**src/rtl/multi_ch_sync_debounce.sv**
```systemverilog
// N-channel synchronizer + debounce + edge/sticky detect; an input change reaches sync_out on the SYNC_STAGES+DEBOUNCE_CNT-th edge.
// No backpressure: every output is a registered level or one-cycle pulse, valid every cycle.
module multi_ch_sync_debounce #(
    parameter int   NUM_CH       = 4,
    parameter int   SYNC_STAGES  = 2,
    parameter int   DEBOUNCE_CNT = 8,
    parameter logic RESET_VAL    = 1'b0,
    parameter int   STICKY_EDGE  = 2
) (
    input  logic              clk,
    input  logic              rst_n,
    input  logic [NUM_CH-1:0] async_in,
    input  logic [NUM_CH-1:0] sticky_clr,
    output logic [NUM_CH-1:0] sync_out,
    output logic [NUM_CH-1:0] rise_pulse,
    output logic [NUM_CH-1:0] fall_pulse,
    output logic [NUM_CH-1:0] sticky_flag,
    output logic              any_event
);

    localparam int                CNT_W    = $clog2(DEBOUNCE_CNT + 1);
    localparam logic [CNT_W-1:0]  CNT_LAST = CNT_W'(DEBOUNCE_CNT - 1);
    localparam logic [NUM_CH-1:0] RST_VEC  = {NUM_CH{RESET_VAL}};

    if (STICKY_EDGE < 0 || STICKY_EDGE > 2) begin : g_bad_sticky_edge
        $error("multi_ch_sync_debounce: STICKY_EDGE must be 0 (rise), 1 (fall) or 2 (both)");
    end
    if (SYNC_STAGES < 2 || NUM_CH < 1 || DEBOUNCE_CNT < 1) begin : g_bad_params
        $error("multi_ch_sync_debounce: need NUM_CH>=1, SYNC_STAGES>=2, DEBOUNCE_CNT>=1");
    end

    logic [SYNC_STAGES-1:0][NUM_CH-1:0] sync_q, sync_d;
    logic [NUM_CH-1:0][CNT_W-1:0]       cnt_q, cnt_d;
    logic [NUM_CH-1:0]                  level_q, level_d;
    logic [NUM_CH-1:0]                  rise_q, rise_d;
    logic [NUM_CH-1:0]                  fall_q, fall_d;
    logic [NUM_CH-1:0]                  flag_q, flag_d;
    logic [NUM_CH-1:0]                  flag_set;
    logic [NUM_CH-1:0]                  stable_s;

    always_comb begin
        sync_d    = sync_q;
        sync_d[0] = async_in;
        for (int j = 1; j < SYNC_STAGES; j++) begin
            sync_d[j] = sync_q[j-1];
        end
    end

    assign stable_s = sync_q[SYNC_STAGES-1];

    // Any cycle where the synchronized input matches the accepted level restarts the run.
    always_comb begin
        cnt_d   = cnt_q;
        level_d = level_q;
        rise_d  = '0;
        fall_d  = '0;
        for (int i = 0; i < NUM_CH; i++) begin
            if (stable_s[i] == level_q[i]) begin
                cnt_d[i] = '0;
            end else if (cnt_q[i] == CNT_LAST) begin
                level_d[i] = stable_s[i];
                cnt_d[i]   = '0;
                rise_d[i]  = stable_s[i];
                fall_d[i]  = ~stable_s[i];
            end else begin
                cnt_d[i] = cnt_q[i] + 1'b1;
            end
        end
    end

    always_comb begin
        flag_set = rise_d | fall_d;
        if (STICKY_EDGE == 0) begin
            flag_set = rise_d;
        end else if (STICKY_EDGE == 1) begin
            flag_set = fall_d;
        end
        // Set has priority over a coincident clear.
        flag_d = flag_set | (flag_q & ~sticky_clr);
    end

    always_ff @(posedge clk or negedge rst_n) begin
        if (!rst_n) begin
            sync_q  <= {SYNC_STAGES{RST_VEC}};
            cnt_q   <= '0;
            level_q <= RST_VEC;
            rise_q  <= '0;
            fall_q  <= '0;
            flag_q  <= '0;
        end else begin
            sync_q  <= sync_d;
            cnt_q   <= cnt_d;
            level_q <= level_d;
            rise_q  <= rise_d;
            fall_q  <= fall_d;
            flag_q  <= flag_d;
        end
    end

    assign sync_out    = level_q;
    assign rise_pulse  = rise_q;
    assign fall_pulse  = fall_q;
    assign sticky_flag = flag_q;
    assign any_event   = |flag_q;

endmodule
```
**config.mk**
```make
export PLATFORM = sky130hd
export DESIGN_NAME = multi_ch_sync_debounce
export DESIGN_NICKNAME = d
export VERILOG_FILES = /design/src/rtl/multi_ch_sync_debounce.sv
export SDC_FILE = /design/constraint.sdc
export NUM_CORES = 1
export LEC_CHECK = 0
export ABC_AREA = 1
export CORE_MARGIN = 2
export CORE_UTILIZATION = 50
export CTS_BUF_LIST = sky130_fd_sc_hd__clkbuf_4
export DETAILED_ROUTE_END_ITERATION = 10
export GPL_TIMING_DRIVEN = 1
export PLACE_DENSITY = 0.72
export SYNTH_ARGS = -nofsm -noshare
export SYNTH_HDL_FRONTEND = slang
export SYNTH_SLANG_ARGS = --single-unit
```
**constraint.sdc**
```tcl
create_clock -name clk -period 1.3 [get_ports clk]
set_input_delay 0.195 -clock clk [delete_from_list [all_inputs] [get_ports clk]]
set_output_delay 0.195 -clock clk [all_outputs]
set_load 0.02 [all_outputs]
```
Word level (Yosys, flattened, before mapping)
Cells that the tools add are included.

word-level totals
  register bits after elaboration = 40
  input bits = 10
  output and inout port bits = 17
  word-level logic and storage cells = 66

operators by class
  add/subtract/negate cells = 4
  eq/ne operators = 8
  mux-type cells = 24
  bitwise operators = 12
  reduce and logical (&&, ||, !) cells = 5

operators with widths
  kind                   number
  $mux W4                8
  $add A4 B1 Y4 const B  4
  $eq A4 B3 Y1 const B   4
  $mux W1                16
  $not A1 Y1             8
  $or A4 B4 Y4           2
  $reduce_and A2 Y1      4
  $and A4 B4 Y4          1
  $eq A1 B1 Y1           4
  $not A4 Y4             1
  $reduce_or A4 Y1       1

Longest topological paths before layout
  depth in word-level cells = 5
  mapped depth = 6
  gate-level depth less buffers = 6

Least setup slack after synthesis
No wires, ideal clock.

  kind = register to register
  start point = register cnt_q[4] (netlist name)
  end point = register level_q[1], in the netlist sync_out[1]
  setup time = 118 ps
  data arrival time = 951 ps
  required time = 1182 ps
  setup slack = 231 ps
  cell stages (with the launch flop) = 7
  cells stage by stage = dfrtp_1 ha_1 nand2_1 nor2_1 nand2_1 nand2_1 nand2_1

on the way
  word-level cells in the longest chain between the ends = 2

RTL lines
  what                         line  RTL
  from (decl)                  33    logic [NUM_CH-1:0][CNT_W-1:0] cnt_q, cnt_d;
  from (signal assigned)       92    cnt_q <= cnt_d;
  $eq A4 B3 Y1                 60    end else if (cnt_q[i] == CNT_LAST) begin
  $reduce_and A2 Y1 (no line)  -
  to (signal assigned)         93    level_q <= level_d;
  to (decl)                    34    logic [NUM_CH-1:0] level_q, level_d;

Every way passes these cells.
A chain may end at the register's enable or synchronous reset.

Worst setup path in the final report
  start point = register flag_q[1], in the netlist sticky_flag[1]
  end point = output port any_event

on the way
  word-level cells in the longest chain between the ends = 1

RTL lines
  what                    line  RTL
  from (decl)             37    logic [NUM_CH-1:0] flag_q, flag_d;
  from (signal assigned)  96    flag_q <= flag_d;
  $reduce_or A4 Y1        104   assign any_event = |flag_q;
  to (decl)               18    output logic any_event

Every way passes these cells.

==> results.md <==
- Sequential cell area fraction in the yosys report: 0.641
- Die width: 59.9 µm
- Final hold violations: 0
- Critical path type: flip-flop to output port
- Layout Skew: 10.8 ps
- Hold Path Origin: async_in[1]
- Synthesized Nets: 180
- Placed Cells: 227
- WHS Endpoint: sync_d[5]$_DFF_PN0_
- Synth cell types: 14
- Layout cell share with drive strength beyond 1: 0.103
- # diodes: 0
- Die area: 3590 µm²
- Synthesis-stage register bit count: 40
- CP Capture Type: output port
- Lkg Pwr: 1.09 nW
- Nature of the critical path startpoint: flip-flop
- Fillers: 251
- Post-Syn Area per Cell: 9.41 µm²
- Setup-failing EPs final: 0
- TritonCTS Sinks: 40
- Final worst-path cycle share: 0.987
- Final Non-Filler Cells: 236
- DR pass1 iterations: 4
- Worst VDD drop: 0.000864 V
- Yosys top cell area share: 0.641
- Slew Limit Fails: 0
- Reg clk slew, reported paths: 110 ps
- Area after DPL: 1870 µm²
- Post-synth top area cell: dfrtp_1
- Num CTS Buffers: 5
- Critical R2R Launch: cnt_q[4]$_DFF_PN0_
- Vias in the first global route: 1,086
- FFs w/ async S/R, synth: 1.00
- Cells after Synth: 166
- WHS Path Cells: 1
- Post-detailed-route count of antenna-violating nets: 0
- Buffers on Ports: 26
- Clock buffer depth: 2
- FP Rows: 20
- Ranking of synthesized cells by area: dfrtp_1 64%, nand2_1 10%, inv_1 7.2%
- Top_reg_cell synth: dfrtp_1
- Clk root buf: clkbuf_4
- Number of synthesized flops with an enable pin: 0
- Reg2Reg Depth: 6
- Total Routing Usage GR: 0.177
- Starting Density: 0.520
- H-tree depth: 2
- Initial antenna violation count: 0
- Crit path required time: 1110 ps
- RSZ-0062 raised after global routing: yes
- Status: complete, no violations
- Top-count cell post-synth: nand2_1
- Clk_lat worst skew: 350 ps
- Postcts setup bufs: 0
- Register-to-register setup slack: 120 ps
- Synthesized cell area: 1560 µm²
- Min Hold Slack: 270 ps
- Max Cap Violations: 0
- DIE HEIGHT: 59.9 µm
- Initial detailed-routing violation count: 36
- Hold WC Path Type: input pin to flip-flop
- Reg-to-reg endpoint: sync_out[1]$_DFFE_PN0P_
- Routability Congestion: 0.748
- First-pass GRT wire length: 4400 µm
- Post-synth top cells: 43 x nand2_1, 40 x dfrtp_1, 30 x inv_1
- TritonCTS clock tree: built
- Highest Clock Rate: 780 MHz
- # nets final: 216
- Routed via count: 1,124
- Wire per inst: 11.0 µm
- WL final: 2590 µm
- Final min period: 1280 ps
- Largest net degree at the start of global routing: 41
- DP Wirelength: 1930 µm
- Final instance area: 1920 µm²
- Crit path DAT: 1090 ps
- Ys Warns: 0
- Slew @ Worst Pin: 487 ps
- Slew headroom: 0.676
- CP Max Fanout: 2
- Core area: 3000 µm²
- Pwr Total: 2.96 mW
- Via/cell ratio: 4.76
- P per Cell Area: 1540 nW/µm²
- IO Count: 27
- DRC Markers: 0
- Total gr overflow: 0
- Area delta synth->final: 23.1%
[logic make-up (layout without fill, tap and decap cells)]
logic type,after synthesis,in the layout,synth area share
DFF,40,40,0.641
buffers and inverters,30,67,0.0721
and+or+nand+nor,84,84,0.224
AOI/OAI and AO/OA,6,6,0.0192
xor gates and xnor gates,2,2,0.0112
adders and majority gates,4,4,0.0321
[worst max-delay path, cell delays in order (launching register included)]
cell	delay [ps]
dfrtp_1	410
inv_2	60
nand4_1	100
buf_4	170
[registers in the layout, indices dropped and copies added (netlist names)]
name and count:
rise_pulse 4, sticky_flag 4, stable_s 4, fall_pulse 4
cnt_q 16, sync_out 4, sync_d 4
[cell usage in the layout (no fill, tap or decap), types with 5 or more instances in the layout]
cell             instances
nand2_1                 43
dfrtp_1                 40
inv_1                   27
nor2_1                  20
dlygate4sd2_1           10
nand3_1                  9
clkdlybuf4s50_1          8
clkbuf_4                 7
o21ai_0                  5
[worst max-delay path by stage]
stage | startpoint | end | cells past startpoint
after floorplan | cnt_q[4]$_DFF_PN0_ | sync_out[1]$_DFFE_PN0P_ | 6
after global placement | sticky_flag[0]$_DFF_PN0_ | any_event | 3
after detailed placement | sticky_flag[0]$_DFF_PN0_ | any_event | 3
after CTS | sticky_flag[0]$_DFF_PN0_ | any_event | 3
after global routing | sticky_flag[3]$_DFF_PN0_ | any_event | 3
final | sticky_flag[1]$_DFF_PN0_ | any_event | 3
[per-layer routing]
layer  part of all wire  routed length [µm]  GRT usage
met5                  0                   0          0
met4              0.046                 120      0.146
met3              0.040                 104     0.0476
met2               0.48                1260      0.273
met1               0.43                1110      0.205
[metrics by stage]
stage / util / TNS, ps / setup WS [ps]
6_report: 0.640 / 0 / 17.3
3_3_place_gp: 0.624 / 0 / 38.5
4_1_cts: 0.640 / -6.06 / -6.06
2_1_floorplan: - / 0 / 231
3_5_place_dp: 0.624 / 0 / 8.16
5_1_grt: 0.640 / -61.9 / -39.5
[where the power goes]
group	total (mW)	switching, mW	leakage (nW)	internal [mW]
Sequential	1.63	0.180	0.529	1.45
Combinational	0.705	0.409	0.528	0.296
Clock	0.625	0.375	0.0338	0.250
[final cells by class]
class                      count  area (µm²)  share of cell area
sequential                    40        1000               0.521
multi-input combinational     96         453               0.236
timing repair buffer          29         258               0.134
inverter                      30         113              0.0586
clock buffer                   7        52.6              0.0273
tap                           33        41.3              0.0215
clock inverter                 1        3.75             0.00195
[repair_timing]
action,in CTS,in global routing
setup endpoints to repair,17,12
hold endpoints to repair,40,0
pin swaps,0,1
hold buffers,1,0
resized for setup,25,11
(Power assumes the default switching activity.)
